[src/rtl/gate_arb_pkg.sv]
// Shared types for the gate-op arbiter: opcode encoding, FSM states and counter width.
package gate_arb_pkg;

  typedef enum logic [2:0] {
    OP_AND  = 3'd0,
    OP_OR   = 3'd1,
    OP_XOR  = 3'd2,
    OP_NAND = 3'd3,
    OP_NOR  = 3'd4
  } gate_op_t;

  typedef enum logic [1:0] {
    IDLE = 2'd0,
    EXEC = 2'd1,
    RESP = 2'd2
  } state_t;

  localparam int OP_CNT_W = 8;

endpackage

[src/rtl/gate_logic_unit.sv]
// Combinational WIDTH-bit bitwise logic unit; opcodes outside gate_op_t flag illegal and yield zero.
module gate_logic_unit
  import gate_arb_pkg::*;
#(
  parameter int WIDTH = 4
) (
  input  logic [WIDTH-1:0] a,
  input  logic [WIDTH-1:0] b,
  input  gate_op_t         op,
  output logic [WIDTH-1:0] y,
  output logic             illegal
);

  always_comb begin
    y       = '0;
    illegal = 1'b0;
    case (op)
      OP_AND:  y = a & b;
      OP_OR:   y = a | b;
      OP_XOR:  y = a ^ b;
      OP_NAND: y = ~(a & b);
      OP_NOR:  y = ~(a | b);
      default: illegal = 1'b1;
    endcase
  end

endmodule

[src/rtl/gate_op_arbiter.sv]
// Round-robin arbiter sharing one gate_logic_unit among NREQ requesters;
// each request runs accept (IDLE) -> evaluate (EXEC) -> hold response (RESP).
module gate_op_arbiter
  import gate_arb_pkg::*;
#(
  parameter int WIDTH = 4,
  parameter int NREQ  = 2,
  localparam int IDW  = (NREQ > 1) ? $clog2(NREQ) : 1
) (
  input  logic                  clk,
  input  logic                  reset,
  input  logic [NREQ-1:0]       req_valid,
  output logic [NREQ-1:0]       req_ready,
  input  logic [NREQ*WIDTH-1:0] req_a,
  input  logic [NREQ*WIDTH-1:0] req_b,
  input  logic [NREQ*3-1:0]     req_op,
  output logic                  rsp_valid,
  input  logic                  rsp_ready,
  output logic [IDW-1:0]        rsp_id,
  output logic [WIDTH-1:0]      rsp_data,
  output logic                  rsp_err,
  output logic [OP_CNT_W-1:0]   op_count
);

  state_t           state, state_nxt;
  logic [IDW-1:0]   last_grant;
  logic [IDW-1:0]   cur_id;
  logic [IDW-1:0]   grant_id;
  logic [IDW-1:0]   idx_c;
  logic             grant_found;
  logic [WIDTH-1:0] sel_a, sel_b;
  logic [2:0]       sel_op;
  logic             accept;

  // Operand registers hold data only; they are qualified by state, so no reset.
  logic [WIDTH-1:0] a_p0, b_p0;
  logic [2:0]       op_p0;
  logic [WIDTH-1:0] y_p1;
  logic             ill_p1;

  // Search starts just past the last winner so it has lowest priority.
  always_comb begin
    grant_found = 1'b0;
    grant_id    = '0;
    idx_c       = '0;
    for (int k = 1; k <= NREQ; k++) begin
      idx_c = IDW'((int'(last_grant) + k) % NREQ);
      if (!grant_found && req_valid[idx_c]) begin
        grant_found = 1'b1;
        grant_id    = idx_c;
      end
    end
  end

  always_comb begin
    sel_a  = '0;
    sel_b  = '0;
    sel_op = '0;
    for (int i = 0; i < NREQ; i++) begin
      if (grant_id == IDW'(i)) begin
        sel_a  = req_a[i*WIDTH +: WIDTH];
        sel_b  = req_b[i*WIDTH +: WIDTH];
        sel_op = req_op[i*3 +: 3];
      end
    end
  end

  assign accept = (state == IDLE) && grant_found;

  always_ff @(posedge clk) begin
    if (reset) state <= IDLE;
    else       state <= state_nxt;
  end

  always_comb begin
    state_nxt = state;
    case (state)
      IDLE:    if (grant_found) state_nxt = EXEC;
      EXEC:    state_nxt = RESP;
      RESP:    if (rsp_ready) state_nxt = IDLE;
      default: state_nxt = IDLE;
    endcase
  end

  always_comb begin
    req_ready = '0;
    if (accept && !reset) req_ready[grant_id] = 1'b1;
  end

  // Stage p0: capture the winner's operands on accept.
  always_ff @(posedge clk) begin
    if (accept) begin
      a_p0  <= sel_a;
      b_p0  <= sel_b;
      op_p0 <= sel_op;
    end
  end

  gate_logic_unit #(.WIDTH(WIDTH)) u_glu (
    .a       (a_p0),
    .b       (b_p0),
    .op      (gate_op_t'(op_p0)),
    .y       (y_p1),
    .illegal (ill_p1)
  );

  // Stage p1: register the unit's result into the held response.
  always_ff @(posedge clk) begin
    if (reset) begin
      last_grant <= IDW'(NREQ - 1);
      cur_id     <= '0;
      rsp_valid  <= 1'b0;
      rsp_id     <= '0;
      rsp_data   <= '0;
      rsp_err    <= 1'b0;
      op_count   <= '0;
    end else begin
      if (accept) cur_id <= grant_id;
      if (state == EXEC) begin
        rsp_valid <= 1'b1;
        rsp_id    <= cur_id;
        rsp_data  <= ill_p1 ? '0 : y_p1;
        rsp_err   <= ill_p1;
      end
      if (state == RESP && rsp_ready) begin
        rsp_valid  <= 1'b0;
        last_grant <= cur_id;
        op_count   <= op_count + 1'b1;
      end
    end
  end

endmodule
[config.mk]
export PLATFORM = sky130hd
export DESIGN_NAME = gate_op_arbiter
export DESIGN_NICKNAME = d
export VERILOG_FILES = /design/src/rtl/gate_arb_pkg.sv /design/src/rtl/gate_logic_unit.sv /design/src/rtl/gate_op_arbiter.sv
export SDC_FILE = /design/constraint.sdc
export NUM_CORES = 1
export LEC_CHECK = 0
export BUFFER_PORTS_ARGS = -buffer_cell sky130_fd_sc_hd__buf_4
export CORE_ASPECT_RATIO = 1.1
export CORE_UTILIZATION = 40
export DETAILED_ROUTE_END_ITERATION = 10
export HOLD_SLACK_MARGIN = 0.08
export PLACE_DENSITY = 0.64
export SETUP_SLACK_MARGIN = 0.1
export SYNTH_ARGS = -nofsm -noshare
export SYNTH_HDL_FRONTEND = slang
export SYNTH_SLANG_ARGS = --single-unit
[constraint.sdc]
create_clock -name clk -period 2.44 [get_ports clk]
set_input_delay 0.122 -clock clk [delete_from_list [all_inputs] [get_ports clk]]
set_output_delay 0.122 -clock clk [all_outputs]
set_load 0.02 [all_outputs]
### Word level (Yosys, flattened, before mapping)

Index checks and enable logic that the tools add are counted.

| operators by class | value |
|---|---|
| add/subtract/negate cells | 3 |
| order comparisons | 4 |
| equality and inequality tests | 8 |
| multiplexer cells | 20 |
| bitwise gates (word level) | 5 |
| reduce and logical (&&, ||, !) cells | 12 |

Operator list:

| operator | count |
|---|---|
| 4-bit case mux with 5 select lines | 1 |
| 4-bit two-way mux | 3 |
| 1-bit two-way mux | 10 |
| 8-bit by 1-bit adder with 8-bit output, second input constant | 1 |
| 4-bit NOT | 2 |
| 3-bit by 2-bit == test with 1-bit output, second input constant | 2 |
| 1-bit by 2-bit less-than comparator with 1-bit output, second input constant | 3 |
| 2-bit two-way mux | 3 |
| 2-bit case mux with 3 select lines | 1 |
| 1-bit logical AND | 5 |
| 5-bit OR reduction | 1 |
| 4-bit AND | 1 |
| 2-bit != test, second input constant | 2 |
| 4-bit bitwise OR | 1 |
| 4-bit XOR | 1 |
| 3-bit by 1-bit == test with 1-bit output, second input constant | 1 |
| 3-bit == test, second input constant | 1 |
| 3-bit logical NOT | 1 |
| 3-bit two-way mux | 1 |
| 1-bit adder, second input constant | 2 |
| 2-bit by 1-bit == test with 1-bit output, second input constant | 1 |
| 2-bit == test, second input constant | 1 |
| 1-bit logical NOT | 2 |
| 2-bit logical NOT | 1 |
| 4 further kinds | 4 |

| storage, ports and cells | value |
|---|---|
| register bits after elaboration | 30 |
| input bits | 27 |
| output and inout bits | 17 |
| logic and storage cells | 63 |

### Logic depth before layout (Yosys ltp)

Gate-level depths: netlist (run 1).

| depth | value |
|---|---|
| depth in word-level cells | 12 |
| depth in mapped cells | 6 |
| depth with buffers taken out | 6 |

### Cells and area by module

A second synthesis (run 1) with hierarchy kept.

| unflattened totals | value |
|---|---|
| cell total of the unflattened synthesis | 160 |
| area total of the unflattened synthesis | 1592.8 µm² |

Modules (own cells, without submodules):

| module | instances | cells each | area each (µm²) | sequential area each (µm²) |
|---|---|---|---|---|
| gate_op_arbiter | 1 | 113 | 1266.2 | 710.7 |
| gate_logic_unit | 1 | 47 | 326.6 | 0.0 |

### Worst setup path before layout (run 1)

No wires, ideal clock.

| timing | value |
|---|---|
| path type | flip-flop to flip-flop |
| start point | register last_grant |
| end point | register a_p0[0] (data pin) |
| setup time | 260 ps |
| arrival time | 1076 ps |
| data required time | 2180 ps |
| path slack | 1104 ps |
| stages on the path, launching flop included | 4 |
| buffers on the path | 1 |
| period minus slack after synthesis | 1336 ps |
| path through | dfxtp_1 > a21boi_2 > buf_2 > mux2_2 |

| on the way | value |
|---|---|
| longest elaborated chain between the ends | 8 |
| elaborated cells between the ends (all ways) | 12 |
| classes of those cells | add/sub (2); mux (8); reduce/logical (2) |

Ends and longest elaborated chain:

| element | line | source |
|---|---|---|
| from (decl) | gate_op_arbiter.sv:26 | `logic [IDW-1:0] last_grant;` |
| from (signal assigned) | gate_op_arbiter.sv:110 | `last_grant <= IDW'(NREQ - 1);` |
| from (signal assigned) | gate_op_arbiter.sv:127 | `last_grant <= cur_id;` |
| 1-bit adder | gate_op_arbiter.sv:47 | `idx_c = IDW'((int'(last_grant) + k) % NREQ);` |
| 1-bit two-way mux (not written as such) (2 in series) | gate_op_arbiter.sv:48 | `if (!grant_found && req_valid[idx_c]) begin` |
| 1-bit two-way mux | gate_op_arbiter.sv:48 |  |
| 1-bit logical NOT | gate_op_arbiter.sv:48 |  |
| 1-bit logical AND | gate_op_arbiter.sv:48 |  |
| 1-bit two-way mux (*) | gate_op_arbiter.sv:48 |  |
| 4-bit two-way mux (*) | gate_op_arbiter.sv:60 | `if (grant_id == IDW'(i)) begin` |
| via sel_a[0] | gate_op_arbiter.sv:31 | `logic [WIDTH-1:0] sel_a, sel_b;` |
| to (signal assigned) | gate_op_arbiter.sv:93 | `a_p0 <= sel_a;` |
| to (decl) | gate_op_arbiter.sv:36 | `logic [WIDTH-1:0] a_p0, b_p0;` |

Mark *: on every way through the listed nets, which the timed path passes. The rest lies on a longest branch. The select of a mux whose other input is x is not followed.
A chain may end at the register's enable or synchronous reset.

### Worst setup path after layout (run 1)

| timing | value |
|---|---|
| start point | register last_grant |
| end point | output port req_ready[1] |

| on the way | value |
|---|---|
| longest elaborated chain between the ends | 12 |
| elaborated cells between the ends (all ways) | 20 |
| classes of those cells | add/sub (2); order compare (2); mux (11); reduce/logical (5) |

Ends and longest elaborated chain:

| element | line | source |
|---|---|---|
| 1-bit adder | gate_op_arbiter.sv:47 |  |
| 1-bit two-way mux (not written as such) (2 in series) | gate_op_arbiter.sv:48 |  |
| 1-bit two-way mux | gate_op_arbiter.sv:48 |  |
| 1-bit logical NOT | gate_op_arbiter.sv:48 |  |
| 1-bit logical AND | gate_op_arbiter.sv:48 |  |
| 1-bit two-way mux | gate_op_arbiter.sv:48 |  |
| 1-bit by 2-bit less-than comparator with 1-bit output (not written as such) or 1-bit greater-or-equal comparator (tied branches) | gate_op_arbiter.sv:87 | `if (accept && !reset) req_ready[grant_id] = 1'b1;` |
| 1-bit logical AND (not written as such) | gate_op_arbiter.sv:87 |  |
| 1-bit two-way mux (not written as such) | gate_op_arbiter.sv:87 |  |
| 1-bit demux with 1-bit select | gate_op_arbiter.sv:87 |  |
| 2-bit two-way mux (*) | gate_op_arbiter.sv:87 |  |
| to (decl) | gate_op_arbiter.sv:13 | `output logic [NREQ-1:0] req_ready,` |

Every way passes the cells marked *; elsewhere a longest branch is shown, timed or not. The select of a mux whose other input is x is not followed.

==> results of run 1 <==
## cell usage in the layout (no fill, tap or decap), types with 4 or more instances in the layout
master,n
o21ai_0,4
dfxtp_1,19
a21oi_1,6
inv_1,12
mux2_2,12
a22oi_1,4
ha_1,9
nand2_1,16
nor2_1,14
edfxtp_1,11
clkbuf_8,6
buf_4,43
## layout make-up
class | count | area [um2]
well taps | 50 | 62.6
clock buffers | 7 | 86.3
fillers | 356 | 1680
flip-flops and latches | 30 | 711
repair buffers | 43 | 323
clock inverters | 1 | 5.00
multi-input cells | 106 | 767
inverters | 12 | 45.0
## registers in the layout, summed over array words and instances (netlist names)
name / flops
op_count: 8
b_p0: 4
cur_id: 1
last_grant: 1
rsp_data: 4
state: 2
rsp_err: 1
rsp_valid: 1
a_p0: 4
op_p0: 3
rsp_id: 1
## cell usage after synthesis, types with 3 or more instances
cell,instances,area share
edfxtp_1,11,0.21
a21oi_1,6,0.019
nand2_1,16,0.039
o211ai_1,3,0.014
nor2_1,14,0.034
dfxtp_1,19,0.24
nor3_1,3,0.0097
o21ai_0,4,0.013
mux2_2,12,0.087
xnor2_1,3,0.017
nand4_1,3,0.012
inv_1,12,0.029
xor2_1,3,0.017
a22oi_1,4,0.019
ha_1,9,0.072
mux2i_1,3,0.019
## power by group through the flow
| stage | sequential, mW | combinational, mW | clock (mW) |
|---|---|---|---|
| 2_1_floorplan | 0.599 | 0.137 | 0 |
| 3_3_place_gp | 0.600 | 0.202 | 0 |
| 3_5_place_dp | 0.602 | 0.209 | 0 |
| 4_1_cts | 0.591 | 0.210 | 0.416 |
| 5_1_grt | 0.596 | 0.233 | 0.446 |
| 6_report | 0.591 | 0.207 | 0.405 |
## final timing paths
path | to | slack [ns] | depth (start not counted)
max reg2reg | rsp_data[3] | 0.92 | 4
min | state[1] | 0.14 | 3
max | req_ready[1] | 0.81 | 3
min reg2reg | rsp_data[3] | 0.45 | 2
## cell families after synthesis
group	Yosys count
AO/OA/AOI/OAI	27
flip-flops	30
AND/OR/NAND/NOR	49
multiplexers	15
XOR/XNOR	6
buffers and inverters	18
adder cells (fa/ha/maj)	9
## worst register-to-register path: cells and delay by family, from the launching register on
family,cells,cell delay (ns)
AO/OA/AOI/OAI,3,0.70
flip-flops,1,0.59
AND/OR/NAND/NOR,1,0.18
## metrics by stage
stage	cell area [um2]	total power, mW
6_report	2000	1.20
5_1_grt	2000	1.27
4_1_cts	2000	1.22
3_5_place_dp	1910	0.811
3_3_place_gp	1910	0.802
2_1_floorplan	1560	0.736
## per-layer routing
| layer | part of all wire | up-vias | GRT usage | wire, um |
|---|---|---|---|---|
| met3 | 0.042 | 0 | 0.0690 | 126 |
| met2 | 0.49 | 32 | 0.254 | 1460 |
| met5 | 0 | - | 0 | 0 |
| met1 | 0.47 | 557 | 0.207 | 1400 |
| li1 | - | 628 | - | - |
| met4 | 0 | 0 | 0.0333 | 0 |
==> results.toml, run 1 <==
[outcome]
status = "completed"

[place]
dp_hpwl_um = 2310
dp_slack_ns = 0.863
io_buffer_count = 43
dp.cells = 241
place.gp.congestion = 0.690

[power]
p_per_area_mw_per_mm2 = 602
power_frac_comb = 0.172
clkPwrFrac = 0.337
power.switching_uw = 311
irDropWorstVdd_uv = 433
p_leak_nw = 0.854
switching_share = 0.259
power_frac_seq = 0.491
intPower_uw = 892

[hold_path]
hold_class = "in -> reg"
hp-start = "rsp_ready"

[timing]
max_freq_mhz = 614
rsz0062_at_grt = "false"
finalHoldWorstSlack_ns = 0.142
hold_violations = 0
fin_skew_ns = 0.00907
setup_viol = 0
tns_ns = 0
layout_setup_ws_ns = 0.811
final_max_slew_viol_count = 0
slew_headroom = 0.561
worst_pin_slew_ns = 0.655
fin_crit_ns = 1.63
period_share = 0.668

[yosys]
synthMuxAreaShare = 0.106
synth-simple-area-share = 0.156
synth_area_mm2 = 0.00156
yosysUniqueCellTypes = 37
async_flop_share = 0
yosysWarningCount = 0
synth.avg_cell_area_um2 = 10.1
synth_xor_area_frac = 0.0338
synth_fp_nets = 190
synth_compound_area_frac = 0.125
yosys.area_share.adder = 0.0724
synth_seq_cells = 30
synthFlopType = "dfxtp_1"
synth_cells = 154
synth_top_family_by_area = "simple AND/OR/NAND/NOR gates"
synth.yosys.seq_area_share = 0.457
synth_edf_count = 11

[floorplan]
coreArea_mm2 = 0.00368
io_pins = 44
die_area_mm2 = 0.00414
die_x_um = 61.5
num_rows = 23
die-height_um = 67.4
initial_utilization = 0.422

[route]
firstDrtPassIters = 4
via_per_inst = 4.89
routedWlPerCell_um = 12.0
drt_iter0_drc = 42
dr_total_vias = 1217
wl_um = 2980
drt.antenna.violating_nets = 0
drc = 0

[critical_path]
path_class = "reg -> out"
cp.buffers_inverters = 1
crit_chain = "a21boi_2, and2_1, buf_4"
setup.worst_path.start = "last_grant"
cp_slowest_cell = "a21boi_2"
crit_path_max_fanout = 14
path_delay_family = "compound AO/OA/AOI/OAI gates"
end_kind = "output port"
crit_path_start_kind = "flip-flop"
reg2reg_from = "op_p0[0]"
cp_slowest_stage_delay_ns = 0.54
required_ns = 2.32
cp.arrival_ns = 1.51

[clocking]
cts_num_sinks = 30
h-tree-depth = 2
cts_tree = "yes"
cts-root-buf = "clkbuf_8"
cts_repair_resize_count = 0
cts_buffer_depth = 2
postCtsHoldBufs = 0
clk_pin_slew_ns = 0.07
cts_setup_buffers = 0
insertion_delay_ns = 0.27
cts_made_buffers = 5

[grt]
overflow = 0
grtUsageTotal = 0.162
antenna_found_initial = 0
grt_pass1_vias = 1140
grt_max_degree = 21
grt_pass1_wl_um = 4900

[finish]
area_delta_synth_final_pct = 28.6
finalNetCount = 234
drive_gt1_frac = 0.342
final_core_util = 0.543
diodes = 0
stdcell_count = 249

[run]
max-cap-violations = 0
Power figures use the tool's default switching activity.
==> inputs of run 2 (changes only) <==
--- a/config.mk
+++ b/config.mk
@@ -10,7 +10,7 @@
 export CORE_UTILIZATION = 40
 export DETAILED_ROUTE_END_ITERATION = 10
 export HOLD_SLACK_MARGIN = 0.08
-export PLACE_DENSITY = 0.64
+export PLACE_DENSITY = 0.66
 export SETUP_SLACK_MARGIN = 0.1
 export SYNTH_ARGS = -nofsm -noshare
 export SYNTH_HDL_FRONTEND = slang
==> constraint.sdc (replaced) <==
create_clock -name clk -period 1.47 [get_ports clk]
set_input_delay 0.0735 -clock clk [delete_from_list [all_inputs] [get_ports clk]]
set_output_delay 0.0735 -clock clk [all_outputs]
set_load 0.02 [all_outputs]
==> run 2 against run 1 <==
Utilization grew 2.7 points. Clock-buffer cell count unchanged. Total power rose by 70%. Largest cell class unchanged.
==> results.toml, run 2 (synthesis gave the netlist of run 1 again) <==
[timing]
final_max_slew_viol_count = 0
worst_pin_slew_ns = 0.256
rsz0062_at_grt = "false"
fin_skew_ns = 0.00412
finalHoldWorstSlack_ns = 0.0988
setup_viol = 0
tns_ns = 0
slew_headroom = 0.829
period_share = 0.890
fin_crit_ns = 1.31
max_freq_mhz = 765
hold_violations = 0

[floorplan]
coreArea_mm2 = 0.00368
die_x_um = 61.5
num_rows = 23
die_area_mm2 = 0.00414
io_pins = 44
die-height_um = 67.4
initial_utilization = 0.422

[finish]
drive_gt1_frac = 0.385
stdcell_count = 258
final_cell_mix = "buf_4 (49), dfxtp_1 (18), nand2_1 (16)"
area_delta_synth_final_pct = 34.9
finalNetCount = 243
diodes = 0
regMostFlops = "op_count"
fillers = 362
layout_commonest_cell = "buf_4"
largest_register_ffs = 8
final_core_util = 0.570

[critical_path]
end_kind = "flip-flop"
cp_slowest_cell = "edfxtp_1"
path_class = "reg -> reg"
cp_slowest_stage_delay_ns = 0.45
reg2regPathDepth = 4
required_ns = 1.68
r2r_end = "rsp_data[3]"
cp.arrival_ns = 1.52
crit_chain = "and2b_1, o211ai_1, a31o_2, a21oi_1"
rrSetupSlack_ns = 0.16
reg2reg_from = "op_p0[2]"
crit_path_start_kind = "flip-flop"
setup.worst_path.start = "op_p0[2]"
crit_path_max_fanout = 6
crit_end = "rsp_data[3]"

[power]
switching_share = 0.259
power_frac_comb = 0.197
intPower_mw = 1.52
power.switching_uw = 529
p_leak_nw = 0.903
p_per_area_mw_per_mm2 = 975
irDropWorstVdd_uv = 554
power_frac_seq = 0.476
clkPwrFrac = 0.327

[place]
io_buffer_count = 43
place.gp.congestion = 0.736
dp_hpwl_um = 2330
dp.cells = 245

[route]
drt.antenna.violating_nets = 0
routedWlPerCell_um = 11.9
drc = 0
dr_total_vias = 1253
via_per_inst = 4.86
wl_um = 3070
firstDrtPassIters = 4
drt_iter0_drc = 34

[clocking]
cts_num_sinks = 30
insertion_delay_ns = 0.28
cts_made_buffers = 5
clk_pin_slew_ns = 0.06
h-tree-depth = 2
cts-root-buf = "clkbuf_8"
cts_tree = "yes"
cts_buffer_depth = 2

[hold_path]
hold_class = "in -> reg"
hp-start = "req_b[3]"

[run]
max-cap-violations = 0

[grt]
grt_pass1_wl_um = 5060
grt_pass1_vias = 1192
antenna_found_initial = 0
grtUsageTotal = 0.165
overflow = 0
grt_max_degree = 21

[outcome]
status = "completed"
[run 2: worst max-delay path: cells and delay by family, from the launching register on]
kind | cells | cell delay [ns]
AOI/OAI and AO/OA | 3 | 0.49
and+or+nand+nor | 1 | 0.31
DFF | 1 | 0.45
[run 2: repair_timing]
action                     CTS  global route
setup endpoints to repair    1             7
hold buffers                 1             0
gates resized for setup      2             5
setup buffers                0             4
hold endpoints to repair     1             0
pin swaps                    0             1
[run 2: worst min path at each step]
stage	end	slack, ns	cells after the start
after global routing	b_p0[3]	0.09	2
after CTS	op_p0[1]	0.09	2
after global placement	state[1]	0.37	3
final	b_p0[3]	0.1	2
after floorplan	state[0]	0.15	1
after detailed placement	state[1]	0.38	3
[run 2: power by group through the flow]
stage	Clock (mW)	Combinational (mW)	Sequential [mW]
6_report	0.669	0.403	0.974
4_1_cts	0.693	0.386	0.972
3_3_place_gp	0	0.370	0.986
5_1_grt	0.741	0.445	0.982
3_5_place_dp	0	0.375	0.990
2_1_floorplan	0	0.227	0.994
[run 2: cell type report]
cell class | instances | area (um2) | area share
Clock buffer | 7 | 86.3 | 0.0411
Timing Repair Buffer | 52 | 409 | 0.195
Sequential cell | 30 | 712 | 0.339
Multi-Input combinational cell | 106 | 778 | 0.371
Clock inverter | 1 | 5.00 | 0.00239
Inverter | 12 | 45.0 | 0.0215
Tap cell | 50 | 62.6 | 0.0298
[run 2: metal layers]
metal  global-route usage  up-vias  wire length (um)
met1                0.209      572              1430
li1                     -      642                 -
met5                    0        -                 0
met4               0.0528        0                29
met3               0.0517        4               144
met2                0.265       35              1470
[run 2: per-stage QoR]
step | power [mW] | setup WS [ns] | instance area, um2
after floorplan | 1.22 | 0.134 | 1560
after global placement | 1.36 | 0.185 | 1950
after detailed placement | 1.37 | 0.147 | 1950
after CTS | 2.05 | 0.133 | 2060
after global routing | 2.17 | 0.0770 | 2100
final | 2.05 | 0.162 | 2100
